**src/rtl/multiport_psram_arbiter_if.sv**
```systemverilog
// Client-side and controller-side signal bundle for the PSRAM port arbiter.
// slave = arbiter view, master = clients plus controller view.
interface multiport_psram_arbiter_if #(
  parameter int N_PORTS = 4,
  parameter int DATA_W  = 16,
  parameter int ADDR_W  = 23
);
  logic [N_PORTS-1:0]        app_req;
  logic [N_PORTS*DATA_W-1:0] app_data_wr;
  logic [N_PORTS*ADDR_W-1:0] app_addr_in;
  logic [N_PORTS-1:0]        app_wr_in;
  logic [N_PORTS-1:0]        app_rd_in;
  logic [N_PORTS-1:0]        app_ub_in;
  logic [N_PORTS-1:0]        app_lb_in;
  logic [N_PORTS-1:0]        app_burst_in;
  logic [N_PORTS-1:0]        app_data_ok;
  logic [N_PORTS-1:0]        app_op_begun;
  logic [N_PORTS-1:0]        app_op_finished;
  logic [N_PORTS-1:0]        app_grant;
  logic                      data_ok;
  logic                      op_begun;
  logic                      op_finished;
  logic [DATA_W-1:0]         app_data_out;
  logic [ADDR_W-1:0]         app_addr;
  logic                      app_wr;
  logic                      app_rd;
  logic                      app_ub;
  logic                      app_lb;
  logic                      app_burst;
  logic                      busy;
  logic                      timeout_err;

  modport slave (
    input  app_req, app_data_wr, app_addr_in,
    input  app_wr_in, app_rd_in, app_ub_in,
    input  app_lb_in, app_burst_in,
    input  data_ok, op_begun, op_finished,
    output app_data_ok, app_op_begun,
    output app_op_finished, app_grant,
    output app_data_out, app_addr,
    output app_wr, app_rd, app_ub, app_lb,
    output app_burst, busy, timeout_err
  );

  modport master (
    output app_req, app_data_wr, app_addr_in,
    output app_wr_in, app_rd_in, app_ub_in,
    output app_lb_in, app_burst_in,
    output data_ok, op_begun, op_finished,
    input  app_data_ok, app_op_begun,
    input  app_op_finished, app_grant,
    input  app_data_out, app_addr,
    input  app_wr, app_rd, app_ub, app_lb,
    input  app_burst, busy, timeout_err
  );
endinterface

```
**src/rtl/multiport_psram_arbiter.sv**
```systemverilog
// N-port arbiter/mux in front of the PSRAM controller op interface.
// Ownership is released on the registered op_finished to avoid a loop.
module multiport_psram_arbiter #(
  parameter int N_PORTS = 4,
  parameter int DATA_W  = 16,
  parameter int ADDR_W  = 23,
  parameter int RR_MODE = 1,
  parameter int TIMEOUT = 0,
  parameter int IDX_W   = 3
) (
  input  logic clk,
  input  logic reset,
  multiport_psram_arbiter_if.slave bus
);
  localparam int CNT_W = (TIMEOUT > 1) ? $clog2(TIMEOUT) : 1;

  typedef enum logic {S_IDLE, S_GRANT} state_t;

  state_t             r_state;
  state_t             w_next;
  logic [IDX_W-1:0]   r_owner;
  logic [IDX_W-1:0]   r_rr_last;
  logic [CNT_W-1:0]   r_hold;
  logic               r_fin_q;
  logic               r_tmo_err;
  logic               w_tmo;
  logic               w_any;
  logic               w_route;
  logic [IDX_W-1:0]   w_fp;
  logic [IDX_W-1:0]   w_rr;
  logic [IDX_W-1:0]   w_winner;
  logic [IDX_W-1:0]   w_sel;
  logic [N_PORTS-1:0] w_above;
  logic [N_PORTS-1:0] w_masked;

  assign w_any = |bus.app_req;

  // Round robin: lowest request above rr_last, else wrap to lowest overall.
  always_comb begin
    w_above = '0;
    w_fp    = '0;
    w_rr    = '0;
    for (int i = 0; i < N_PORTS; i++) begin
      w_above[i] = IDX_W'(i) > r_rr_last;
    end
    w_masked = bus.app_req & w_above;
    for (int i = N_PORTS - 1; i >= 0; i--) begin
      if (bus.app_req[i]) w_fp = IDX_W'(i);
      if (w_masked[i])    w_rr = IDX_W'(i);
    end
    w_winner = ((RR_MODE != 0) && (|w_masked)) ? w_rr : w_fp;
  end

  always_ff @(posedge clk or posedge reset) begin
    if (reset) begin
      r_state   <= S_IDLE;
      r_owner   <= '0;
      r_rr_last <= IDX_W'(N_PORTS - 1);
      r_hold    <= '0;
      r_fin_q   <= 1'b0;
      r_tmo_err <= 1'b0;
    end else begin
      r_state   <= w_next;
      r_fin_q   <= bus.op_finished;
      r_tmo_err <= w_tmo;
      if (r_state == S_IDLE && w_any) begin
        r_owner   <= w_winner;
        r_rr_last <= w_winner;
        r_hold    <= '0;
      end else if (r_state == S_GRANT && r_hold != '1) begin
        r_hold <= r_hold + CNT_W'(1);
      end
    end
  end

  // A finish seen in the same cycle as the limit wins; no error then.
  always_comb begin
    w_next = r_state;
    w_tmo  = 1'b0;
    unique case (r_state)
      S_IDLE: begin
        if (w_any) w_next = S_GRANT;
      end
      S_GRANT: begin
        if (r_fin_q) begin
          w_next = S_IDLE;
        end else if (TIMEOUT != 0 &&
                     r_hold == CNT_W'(TIMEOUT - 1)) begin
          w_next = S_IDLE;
          w_tmo  = 1'b1;
        end
      end
      default: w_next = S_IDLE;
    endcase
  end

  assign w_sel   = (r_state == S_GRANT) ? r_owner : w_winner;
  assign w_route = (r_state == S_GRANT) || w_any;

  always_comb begin
    bus.app_data_out    = '0;
    bus.app_addr        = '0;
    bus.app_wr          = 1'b0;
    bus.app_rd          = 1'b0;
    bus.app_ub          = 1'b0;
    bus.app_lb          = 1'b0;
    bus.app_burst       = 1'b0;
    bus.app_data_ok     = '0;
    bus.app_op_begun    = '0;
    bus.app_op_finished = '0;
    bus.app_grant       = '0;
    bus.busy            = (r_state == S_GRANT);
    bus.timeout_err     = r_tmo_err;
    if (!reset) begin
      for (int i = 0; i < N_PORTS; i++) begin
        if (w_sel == IDX_W'(i)) begin
          bus.app_data_out = bus.app_data_wr[i*DATA_W +: DATA_W];
          bus.app_addr     = bus.app_addr_in[i*ADDR_W +: ADDR_W];
          bus.app_wr       = bus.app_wr_in[i] & w_route;
          bus.app_rd       = bus.app_rd_in[i] & w_route;
          bus.app_ub       = bus.app_ub_in[i];
          bus.app_lb       = bus.app_lb_in[i];
          bus.app_burst    = bus.app_burst_in[i];
          bus.app_data_ok[i]  = bus.data_ok & w_route;
          bus.app_op_begun[i] = bus.op_begun & w_route;
        end
        if (r_state == S_GRANT && r_owner == IDX_W'(i)) begin
          bus.app_op_finished[i] = bus.op_finished;
          bus.app_grant[i]       = 1'b1;
        end
      end
    end
  end
endmodule

```
**src/flat_wrapper.sv**
```systemverilog
// flat-port wrapper written by rule: the top's interface ports become plain ports
module multiport_psram_arbiter_flat 
#(
  parameter int N_PORTS = 4,
  parameter int DATA_W  = 16,
  parameter int ADDR_W  = 23,
  parameter int RR_MODE = 1,
  parameter int TIMEOUT = 0,
  parameter int IDX_W   = 3
)
  (clk, reset, bus_app_req, bus_app_data_wr, bus_app_addr_in, bus_app_wr_in, bus_app_rd_in, bus_app_ub_in, bus_app_lb_in, bus_app_burst_in, bus_data_ok, bus_op_begun, bus_op_finished, bus_app_data_ok, bus_app_op_begun, bus_app_op_finished, bus_app_grant, bus_app_data_out, bus_app_addr, bus_app_wr, bus_app_rd, bus_app_ub, bus_app_lb, bus_app_burst, bus_busy, bus_timeout_err);
  multiport_psram_arbiter_if #(.N_PORTS(N_PORTS), .DATA_W(DATA_W), .ADDR_W(ADDR_W)) bus_i ();
  input  logic clk;
  input  logic reset;
  input wire logic [$bits(bus_i.app_req)-1:0] bus_app_req;
  input wire logic [$bits(bus_i.app_data_wr)-1:0] bus_app_data_wr;
  input wire logic [$bits(bus_i.app_addr_in)-1:0] bus_app_addr_in;
  input wire logic [$bits(bus_i.app_wr_in)-1:0] bus_app_wr_in;
  input wire logic [$bits(bus_i.app_rd_in)-1:0] bus_app_rd_in;
  input wire logic [$bits(bus_i.app_ub_in)-1:0] bus_app_ub_in;
  input wire logic [$bits(bus_i.app_lb_in)-1:0] bus_app_lb_in;
  input wire logic [$bits(bus_i.app_burst_in)-1:0] bus_app_burst_in;
  input wire logic [$bits(bus_i.data_ok)-1:0] bus_data_ok;
  input wire logic [$bits(bus_i.op_begun)-1:0] bus_op_begun;
  input wire logic [$bits(bus_i.op_finished)-1:0] bus_op_finished;
  output wire logic [$bits(bus_i.app_data_ok)-1:0] bus_app_data_ok;
  output wire logic [$bits(bus_i.app_op_begun)-1:0] bus_app_op_begun;
  output wire logic [$bits(bus_i.app_op_finished)-1:0] bus_app_op_finished;
  output wire logic [$bits(bus_i.app_grant)-1:0] bus_app_grant;
  output wire logic [$bits(bus_i.app_data_out)-1:0] bus_app_data_out;
  output wire logic [$bits(bus_i.app_addr)-1:0] bus_app_addr;
  output wire logic [$bits(bus_i.app_wr)-1:0] bus_app_wr;
  output wire logic [$bits(bus_i.app_rd)-1:0] bus_app_rd;
  output wire logic [$bits(bus_i.app_ub)-1:0] bus_app_ub;
  output wire logic [$bits(bus_i.app_lb)-1:0] bus_app_lb;
  output wire logic [$bits(bus_i.app_burst)-1:0] bus_app_burst;
  output wire logic [$bits(bus_i.busy)-1:0] bus_busy;
  output wire logic [$bits(bus_i.timeout_err)-1:0] bus_timeout_err;
  assign bus_i.app_req = bus_app_req;
  assign bus_i.app_data_wr = bus_app_data_wr;
  assign bus_i.app_addr_in = bus_app_addr_in;
  assign bus_i.app_wr_in = bus_app_wr_in;
  assign bus_i.app_rd_in = bus_app_rd_in;
  assign bus_i.app_ub_in = bus_app_ub_in;
  assign bus_i.app_lb_in = bus_app_lb_in;
  assign bus_i.app_burst_in = bus_app_burst_in;
  assign bus_i.data_ok = bus_data_ok;
  assign bus_i.op_begun = bus_op_begun;
  assign bus_i.op_finished = bus_op_finished;
  assign bus_app_data_ok = bus_i.app_data_ok;
  assign bus_app_op_begun = bus_i.app_op_begun;
  assign bus_app_op_finished = bus_i.app_op_finished;
  assign bus_app_grant = bus_i.app_grant;
  assign bus_app_data_out = bus_i.app_data_out;
  assign bus_app_addr = bus_i.app_addr;
  assign bus_app_wr = bus_i.app_wr;
  assign bus_app_rd = bus_i.app_rd;
  assign bus_app_ub = bus_i.app_ub;
  assign bus_app_lb = bus_i.app_lb;
  assign bus_app_burst = bus_i.app_burst;
  assign bus_busy = bus_i.busy;
  assign bus_timeout_err = bus_i.timeout_err;
  multiport_psram_arbiter #(.N_PORTS(N_PORTS), .DATA_W(DATA_W), .ADDR_W(ADDR_W), .RR_MODE(RR_MODE), .TIMEOUT(TIMEOUT), .IDX_W(IDX_W)) u_core (.clk(clk), .reset(reset), .bus(bus_i));
endmodule
```
**config.mk**
```make
export PLATFORM = sky130hd
export DESIGN_NAME = multiport_psram_arbiter_flat
export DESIGN_NICKNAME = d
export VERILOG_FILES = /design/src/rtl/multiport_psram_arbiter_if.sv /design/src/rtl/multiport_psram_arbiter.sv /design/src/flat_wrapper.sv
export SDC_FILE = /design/constraint.sdc
export NUM_CORES = 1
export LEC_CHECK = 0
export BUFFER_PORTS_ARGS = -buffer_cell sky130_fd_sc_hd__buf_2
export CAP_MARGIN = 0
export CORE_AREA = 2 2 97 99
export CTS_CLUSTER_DIAMETER = 200
export CTS_CLUSTER_SIZE = 30
export DETAILED_ROUTE_END_ITERATION = 8
export DIE_AREA = 0 0 99 101
export SETUP_SLACK_MARGIN = 0.02
export SLEW_MARGIN = 15
export SYNTH_ARGS = -nofsm -noshare
export SYNTH_HDL_FRONTEND = slang
export SYNTH_SLANG_ARGS = --single-unit
```
**constraint.sdc**
```tcl
create_clock -name clk -period 2.8 [get_ports clk]
set_input_delay 0.14 -clock clk [delete_from_list [all_inputs] [get_ports clk]]
set_output_delay 0.14 -clock clk [all_outputs]
set_load 0.03 [all_outputs]
```
==> flow_summary.toml, run 1 <==
[critical_path]
path_buf_inv = 2
cp-start-kind = "flop"
critical_path.top_delay_family = "compound AO/OA/AOI/OAI gates"
worstSetupPathType = "reg2out"
r2r-start = "u_core.bus.busy"
r2r_setup_slack_ns = 1.45
cp_max_fo = 58
cpMaxStageDelayCell = "dfrtp_1"
cp-end-kind = "primary output"
reg2reg_depth = 3
cp.arrival_ns = 2.33
required_ns = 2.66
critPathMaxStageDelay_ns = 0.48
path_cells = "o21bai_1 > a311oi_2 > a21oi_4 > buf_12 > mux2i_1 > o22ai_1 > buf_2"
timing.rr.end = "u_core.r_owner[1]"

[logic_synthesis]
yosysUniqueCellTypes = 26
synth.top_cell.area_share_pct = 50.6
syn_inst = 217
synth_top_family_by_area = "multiplexers"
synthAdderAreaFrac_pct = 0
synth_compound_area_share_pct = 20.7
synthFlopType = "dfrtp_1"
ys_warn_count = 0
synth_mux_area_share_pct = 50.6
async_flop_share_pct = 100
syn_area_mm2 = 0.00174
ys_top_cells_by_area = "mux2i_1, o22ai_1, dfrtp_1"
syn_nets = 402
synth_xor_area_share_pct = 0
ys_seq_area_share_pct = 8.77
yosys.area_share.simple_pct = 12.4
avgSynthCellArea_um2 = 8.02
ys_ff_latch = 6
synth_top_area_cell = "mux2i_1"
synth_edf_count = 0

[cts]
path_clk_slew_ns = 0.04
cts_buffers = 3
clockBufferDepth = 2
cts_setup_buffers = 0
cts_tree = "yes"
clk_latency_ns = 0.23
cts_root_buffer = "clkbuf_8"
clock-sinks = 6
cts-htree-levels = 1

[placement]
placed_area_mm2 = 0.00307
io_buffer_count = 245
gp_congestion = 0.804
dpl.hpwl_um = 6510

[timing]
slew_violations = 0
hold_viol_final = 0
fmax_mhz = 405
clock_skew_ns = 0.000599
tns_ns = 0
setup_viol_count_final = 0
layout_min_cycle_time_ns = 2.47
rsz0062_at_grt = "false"
min_period_over_period_pct = 88.2

[layout]
final_cell_mix = "buf_2, mux2i_1, o22ai_1"
fillers = 958
area_growth_syn_to_layout_pct = 79.5
final_common_cell = "buf_2"
finalNetCount = 638
drive_gt1_share_pct = 57.7
diodes = 0
stdcell_area_mm2 = 0.00312

[drt]
vias_per_cell = 4.64
first_pass_iters = 5
vias = 2613
drc = 0
drt_wl_total_um = 7710
drt-initial-drc-count = 32
wl_per_cell_um = 13.7
drt.antenna.violating_nets = 0

[min_path]
hp-class = "in2reg"
min-delay-start = "bus_op_finished"
hold-path-endpoint = "u_core.r_fin_q"
hold_path_depth = 1

[flow_run]
maxCapViolCount = 0

[global_routing]
antenna_found_initial = 0
grt_max_degree = 59
grt_pass1_wl_um = 11500
grt_pass1_vias = 2475
grt_overflow = 0
grtUsageTotal_pct = 13.7

[floorplanning]
fp.dieW_um = 99
start_util_pct = 19.4
num_rows = 35
io_pins = 247
die_h_um = 101
die-area_mm2 = 0.0100
core-area_mm2 = 0.00898

[status]
outcome = "finished clean"

[power_and_ir_drop]
p_leak_nw = 1.97
clkPwrFrac_pct = 8.3
p_int_mw = 0.780
switching_share_pct = 54.2
ir_drop_mv = 0.277
power_switching_mw = 0.922
power_frac_comb_pct = 83.3
power.density_mw_per_mm2 = 545
power_frac_seq_pct = 8.5
[registers in the layout, summed over array words and instances, names as in the netlist]
| register | count |
|---|---|
| u_core.r_owner | 2 |
| u_core.r_rr_last | 2 |
| u_core.bus.busy | 1 |
| u_core.r_fin_q | 1 |
[logic make-up after synthesis]
kind of cell	Yosys count
mux	88
compound gates	55
simple gates	45
buf+inv	22
flops	6
other cells	1
[worst max path at each step]
| stage | from | end | slack (ns) | cells past startpoint |
|---|---|---|---|---|
| finish | u_core.bus.busy | bus_app_data_out[14] | 0.33 | 7 |
| global route | u_core.bus.busy | bus_app_addr[9] | 0.11 | 7 |
| CTS | u_core.bus.busy | bus_app_addr[9] | 0.30 | 7 |
| detailed placement | u_core.bus.busy | bus_app_addr[9] | 0.56 | 7 |
| global placement | u_core.bus.busy | bus_app_addr[9] | 0.59 | 7 |
| floorplan | u_core.bus.busy | bus_app_addr[14] | 0.40 | 9 |
[metrics by stage]
| step | std cells | worst slack, ns | power [mW] | util (%) | hold WS (ns) |
|---|---|---|---|---|---|
| after global routing | 563 | 0.110 | 1.81 | 34.8 | 0.0489 |
| after CTS | 563 | 0.302 | 1.72 | 34.8 | 0.0405 |
| after detailed placement | 558 | 0.557 | 1.57 | 34.2 | 0.131 |
| after global placement | 558 | 0.592 | 1.55 | 34.2 | 0.131 |
| after floorplan | 217 | 0.404 | 1.17 | - | -0.0459 |
| final | 563 | 0.330 | 1.70 | 34.8 | 0.0384 |
[power by group through the flow]
stage               combinational (mW)  clock [mW]  sequential (mW)
global route                      1.52       0.145            0.148
CTS                               1.43       0.142            0.144
finish                            1.42       0.141            0.144
detailed placement                1.43           0            0.146
floorplan                         1.03           0            0.136
global placement                  1.41           0            0.144
[layout make-up]
| cell class | instances | area, µm² | share of cell area (%) |
|---|---|---|---|
| clock buffer | 4 | 45.0 | 1.44 |
| inverter | 1 | 3.75 | 0.120 |
| multi-input combinational | 189 | 1480 | 47.3 |
| sequential | 6 | 153 | 4.89 |
| tap | 111 | 139 | 4.45 |
| timing repair buffer | 252 | 1310 | 41.8 |
[per-layer routing]
layer	vias up	share of wire (%)	GRT usage, %	wire length (µm)
met5	-	0	0	0
met4	0	0.66	1.79	51
met3	8	7.0	2.01	542
met2	115	55	27.2	4250
met1	1182	37	15.8	2870
li1	1308	-	-	-
[worst register-to-register path, cell delays in order, from the launching register on]
cell and delay [ns]:
dfrtp_1 0.48, o21bai_1 0.22, a311oi_2 0.45, a21o_1 0.14
[synthesized netlist by cell type (2+ instances only)]
master / instances
o22ai_1: 44
dfrtp_1: 4
nor3_1: 2
buf_2: 14
a21oi_1: 3
nand3_1: 7
nand2b_1: 4
nand2_1: 9
clkbuf_1: 3
mux2i_1: 88
dfstp_2: 2
o21bai_1: 2
buf_6: 3
nor2b_1: 3
nor2_1: 15
a21o_1: 4
[repair_timing]
item                                   4_1_cts  5_1_grt
endpoints found under the hold margin        4        0
resized for setup                            0        0
hold buffers                                 1        0
Power figures use the tool's default switching activity.
==> run 2, diff against run 1 <==
CORE_AREA = 5 5 92 94   (was 2 2 97 99)
DIE_AREA = 0 0 97 99   (was 0 0 99 101)
==> run 2 against run 1 <==
Design area is 0.24% lower; wire length is 9.5% higher; die area is 4.0% lower; hold slack better by 0.010 ns; clock power hardly changed; register-to-register slack better by 0.07 ns; first-iteration DRC count is 3.1% lower; non-clock buffer count is 1 higher; combinational power hardly changed; clock-buffer cell count stayed put; via count hardly changed; sequential cell count stayed put.
==> flow_summary.toml, run 2 (same netlist as run 1, synthesis figures left out) <==
[layout]
final_common_cell = "buf_2"
fillers = 776
instances_no_fill = 557
finalNetCount = 639
drive_gt1_share_pct = 57.8
final_cell_mix = "buf_2, mux2i_1, o22ai_1"
area_growth_syn_to_layout_pct = 79.1
fin_util_pct = 41.2
largest_registers = "u_core.r_owner (2), u_core.r_rr_last (2)"

[drt]
wl_per_cell_um = 15.2
vias = 2615
vias_per_cell = 4.69
drc = 0
drt_wl_total_um = 8440
first_pass_iters = 4
drt-initial-drc-count = 31
drt.antenna.violating_nets = 0

[global_routing]
grt_pass1_vias = 2779
antenna_found_initial = 2
grt_max_degree = 46
grt_overflow = 0
grt_pass1_wl_um = 13000
grtUsageTotal_pct = 16.0

[cts]
cts_root_buffer = "clkbuf_8"
clockBufferDepth = 2
cts_setup_buffers = 0
clock-sinks = 6
cts_buffers = 3
path_clk_slew_ns = 0.04
cts_tree = "yes"
clk_latency_ns = 0.22
cts-htree-levels = 1

[min_path]
min-delay-start = "bus_op_finished"
hp-class = "in2reg"

[critical_path]
cp-end-kind = "primary output"
crit_start = "u_core.r_rr_last[0]"
critPathMaxStageDelay_ns = 0.55
worstSetupPathType = "reg2out"
r2r-start = "u_core.r_rr_last[1]"
path_cells = "nand2b_1 > a311oi_2 > a21oi_4 > buf_6 > mux2i_1 > o22ai_1 > buf_2"
path_buf_inv = 2
critical_path.top_delay_family = "buffers and inverters"
cp-start-kind = "flop"
cpMaxStageDelayCell = "dfstp_2"
cp.arrival_ns = 2.31
cp_max_fo = 44
required_ns = 2.66

[timing]
tns_ns = 0
maxSlewHeadroom_pct = 65.8
clock_skew_ns = 0.00204
hold_viol_final = 0
fmax_mhz = 408
layout_min_cycle_time_ns = 2.45
rsz0062_at_grt = "false"
fin_ws_ns = 0.348
tightestPinTransition_ns = 0.513
min_period_over_period_pct = 87.6
setup_viol_count_final = 0
slew_violations = 0

[placement]
pre_cts_ws_ns = 0.407
gp_congestion = 0.842
dpl.hpwl_um = 7260
io_buffer_count = 245
placed_cells = 550

[floorplanning]
die_h_um = 99
die-area_mm2 = 0.00960
fp.dieW_um = 97
core-area_mm2 = 0.00757
io_pins = 247
start_util_pct = 23.0
num_rows = 32

[flow_run]
maxCapViolCount = 0

[status]
outcome = "finished clean"

[power_and_ir_drop]
ir_drop_mv = 0.248
p_leak_nw = 1.97
power.density_mw_per_mm2 = 543
## run 2: per-stage QoR
step	power, mW	instance area, µm²	hold WS [ns]
2_1_floorplan	1.17	1740	-0.0459
3_3_place_gp	1.55	3050	0.126
3_5_place_dp	1.56	3050	0.133
4_1_cts	1.71	3110	0.0437
5_1_grt	1.81	3120	0.0420
6_report	1.69	3120	0.0484
## run 2: worst paths after layout
check	to	slack [ns]	cells after the start
worst max-delay path	bus_app_data_out[10]	0.35	7
worst min-delay path	u_core.r_fin_q	0.05	1
worst max register to register	u_core.r_owner[0]	1.52	4
worst min register to register	u_core.bus.busy	0.44	1
max in group asynchronous	u_core.r_rr_last[1]	2.05	3
min in group asynchronous	u_core.r_owner[0]	0.45	3
## run 2: cell type report
type                            instances  area (µm²)  area share (%)
Inverter                                1        3.75           0.120
Timing Repair Buffer                  253        1310            41.9
Tap cell                              102         128            4.09
Multi-Input combinational cell        189        1480            47.4
Sequential cell                         6         153            4.90
Antenna cell                            2        5.00           0.161
Clock buffer                            4        45.0            1.45
## run 2: report_power, final
group / leakage [nW] / switching (mW) / total [mW] / internal [mW]
registers: 0.0678 / 0.0303 / 0.142 / 0.112
logic: 1.88 / 0.848 / 1.41 / 0.564
clock network: 0.0228 / 0.0407 / 0.139 / 0.0982
total: 1.97 / 0.919 / 1.69 / 0.774
## run 2: what timing repair did
action / CTS / global route
resized for setup: 0 / 1
endpoints found under the setup margin: 0 / 1
hold buffers: 1 / 0
endpoints found under the hold margin: 4 / 0
## run 2: layer usage
layer	up-vias	part of all wire [%]	track usage [%]
met5	-	0	0
met3	10	7.7	3.82
met4	0	1.8	3.35
met1	1161	38	17.5
li1	1311	-	-
met2	133	53	30.9
==> run 3, diff against run 2 <==
BUFFER_PORTS_ARGS = not set   (was -buffer_cell sky130_fd_sc_hd__buf_2)
DONT_BUFFER_PORTS = 1   (was not set)
==> run 3 against run 2 <==
Register-to-register slack about the same; first-iteration DRC count up 74%; critical path type unchanged; setup slack gained 0.089 ns; cell count shrank 35%; utilization fell by 11 points; wire length is 9.3% lower; hold slack better by 0.19 ns; highest routed layer unchanged; sequential cell count stayed put; maximum frequency up 3.8%; sequential power about the same.
==> flow_summary.toml, run 3 (same netlist as run 1, synthesis figures left out) <==
[power_and_ir_drop]
clkPwrFrac_pct = 8.4
p_int_mw = 0.771
power_switching_mw = 0.885
power.density_mw_per_mm2 = 726
p_leak_nw = 1.21
power_frac_comb_pct = 83.0
finalPower_mw = 1.66
switching_share_pct = 53.4
ir_drop_mv = 0.286
power_frac_seq_pct = 8.6

[cts]
cts.repair.resized = 0
path_clk_slew_ns = 0.04
cts_setup_buffers = 0
postCtsHoldBufs = 2
clk_latency_ns = 0.23
cts-htree-levels = 1
cts_buffers = 3
cts_tree = "yes"
clockBufferDepth = 2
clock-sinks = 6
cts_root_buffer = "clkbuf_8"

[floorplanning]
io_pins = 247
die_h_um = 99
die-area_mm2 = 0.00960
fp.dieW_um = 97
start_util_pct = 23.0
num_rows = 32
core-area_mm2 = 0.00757

[critical_path]
required_ns = 2.66
cp-start-kind = "flop"
cp-end-kind = "primary output"
cp.arrival_ns = 2.22
path_buf_inv = 2
path_depth = 7
critPathMaxStageDelay_ns = 0.55
reg2reg_depth = 4
cp_max_fo = 44
worstSetupPathType = "reg2out"
path_cells = "nand2b_1 > a311oi_2 > a21oi_4 > buf_12 > mux2i_1 > o22ai_1 > buf_4"
critical_path.top_delay_family = "flip-flops"
cpMaxStageDelayCell = "dfstp_2"

[global_routing]
grt_pass1_vias = 1971
grt_pass1_wl_um = 11200
grtUsageTotal_pct = 14.1
antenna_found_initial = 0
grt_max_degree = 46
grt_overflow = 0

[drt]
drt-initial-drc-count = 54
vias = 1940
drt_wl_total_um = 7660
drt.antenna.violating_nets = 0
first_pass_iters = 4
vias_per_cell = 5.37
wl_per_cell_um = 21.2
drc = 0

[min_path]
hold_path_depth = 3
hp-class = "in2reg"

[timing]
tightestPinTransition_ns = 0.561
fmax_mhz = 423
setup_viol_count_final = 0
tns_ns = 0
layout_min_cycle_time_ns = 2.36
hold_viol_final = 0
min_period_over_period_pct = 84.4
maxSlewHeadroom_pct = 62.5
slew_violations = 0
worst_hold_slack_ns = 0.234
clock_skew_ns = 0.00482
rsz0062_at_grt = "false"

[layout]
final_cell_mix = "mux2i_1, buf_4, o22ai_1"
instances_no_fill = 361
finalNetCount = 445
largest_registers = "u_core.r_owner (2), u_core.r_rr_last (2)"
stdcell_area_mm2 = 0.00228
final_common_cell = "mux2i_1"
diodes = 0
area_growth_syn_to_layout_pct = 31.0
drive_gt1_share_pct = 25.9

[placement]
placed_cells = 355
dpl.hpwl_um = 6600
io_buffer_count = 0
placed_area_mm2 = 0.00221
gp_congestion = 0.831

[flow_run]
maxCapViolCount = 0

[status]
outcome = "finished clean"
==> run 3: cell types whose count changed in the layout (fill, tap and decap cells not counted), sizes merged <==
cell and delta:
buf -195, diode -2, dlygate4sd3 +1
==> run 3: tightest hold or removal path, delay by kind of cell <==
family	cells	cell delay, ns
and+or+nand+nor	2	0.17
AOI/OAI and AO/OA	1	0.11
==> run 3: final timing paths <==
path,to,from,slack (ns)
hold / removal,u_core.bus.busy,bus_app_req[2],0.23
setup reg to reg,u_core.r_owner[0],u_core.r_rr_last[1],1.51
setup / recovery,bus_app_data_out[10],u_core.r_rr_last[0],0.44
min in group asynchronous,u_core.r_owner[0],reset,0.33
max in group asynchronous,u_core.r_rr_last[1],reset,2.18
hold reg to reg,u_core.bus.busy,u_core.r_fin_q,0.43
==> run 3: power groups by stage <==
stage	clock network [mW]	registers, mW	logic, mW
after global placement	0	0.140	1.35
after detailed placement	0	0.143	1.38
after floorplan	0	0.136	1.03
final	0.138	0.143	1.38
after CTS	0.143	0.142	1.39
after global routing	0.155	0.147	1.46
==> run 3: per-stage QoR <==
stage          util (%)  setup slack (ns)
2_1_floorplan         -             0.404
3_3_place_gp       29.3             0.727
3_5_place_dp       29.3             0.677
4_1_cts            30.1             0.432
5_1_grt            30.1             0.333
6_report           30.1             0.437
==> run 3: metal layers <==
| metal | global-route usage [%] | vias up | routed length (µm) |
|---|---|---|---|
| li1 | - | 927 | - |
| met1 | 16.3 | 884 | 2840 |
| met2 | 26.8 | 127 | 4160 |
| met3 | 4.46 | 2 | 641 |
| met4 | 0.648 | 0 | 16 |
| met5 | 0 | - | 0 |
==> run 3: final cells by class <==
cell class / count / area (µm²)
Tap cell: 102 / 128
Sequential cell: 6 / 153
Clock buffer: 4 / 45.0
Inverter: 1 / 3.75
Timing Repair Buffer: 59 / 473
Multi-Input combinational cell: 189 / 1480
Fill cell: 800 / 5290
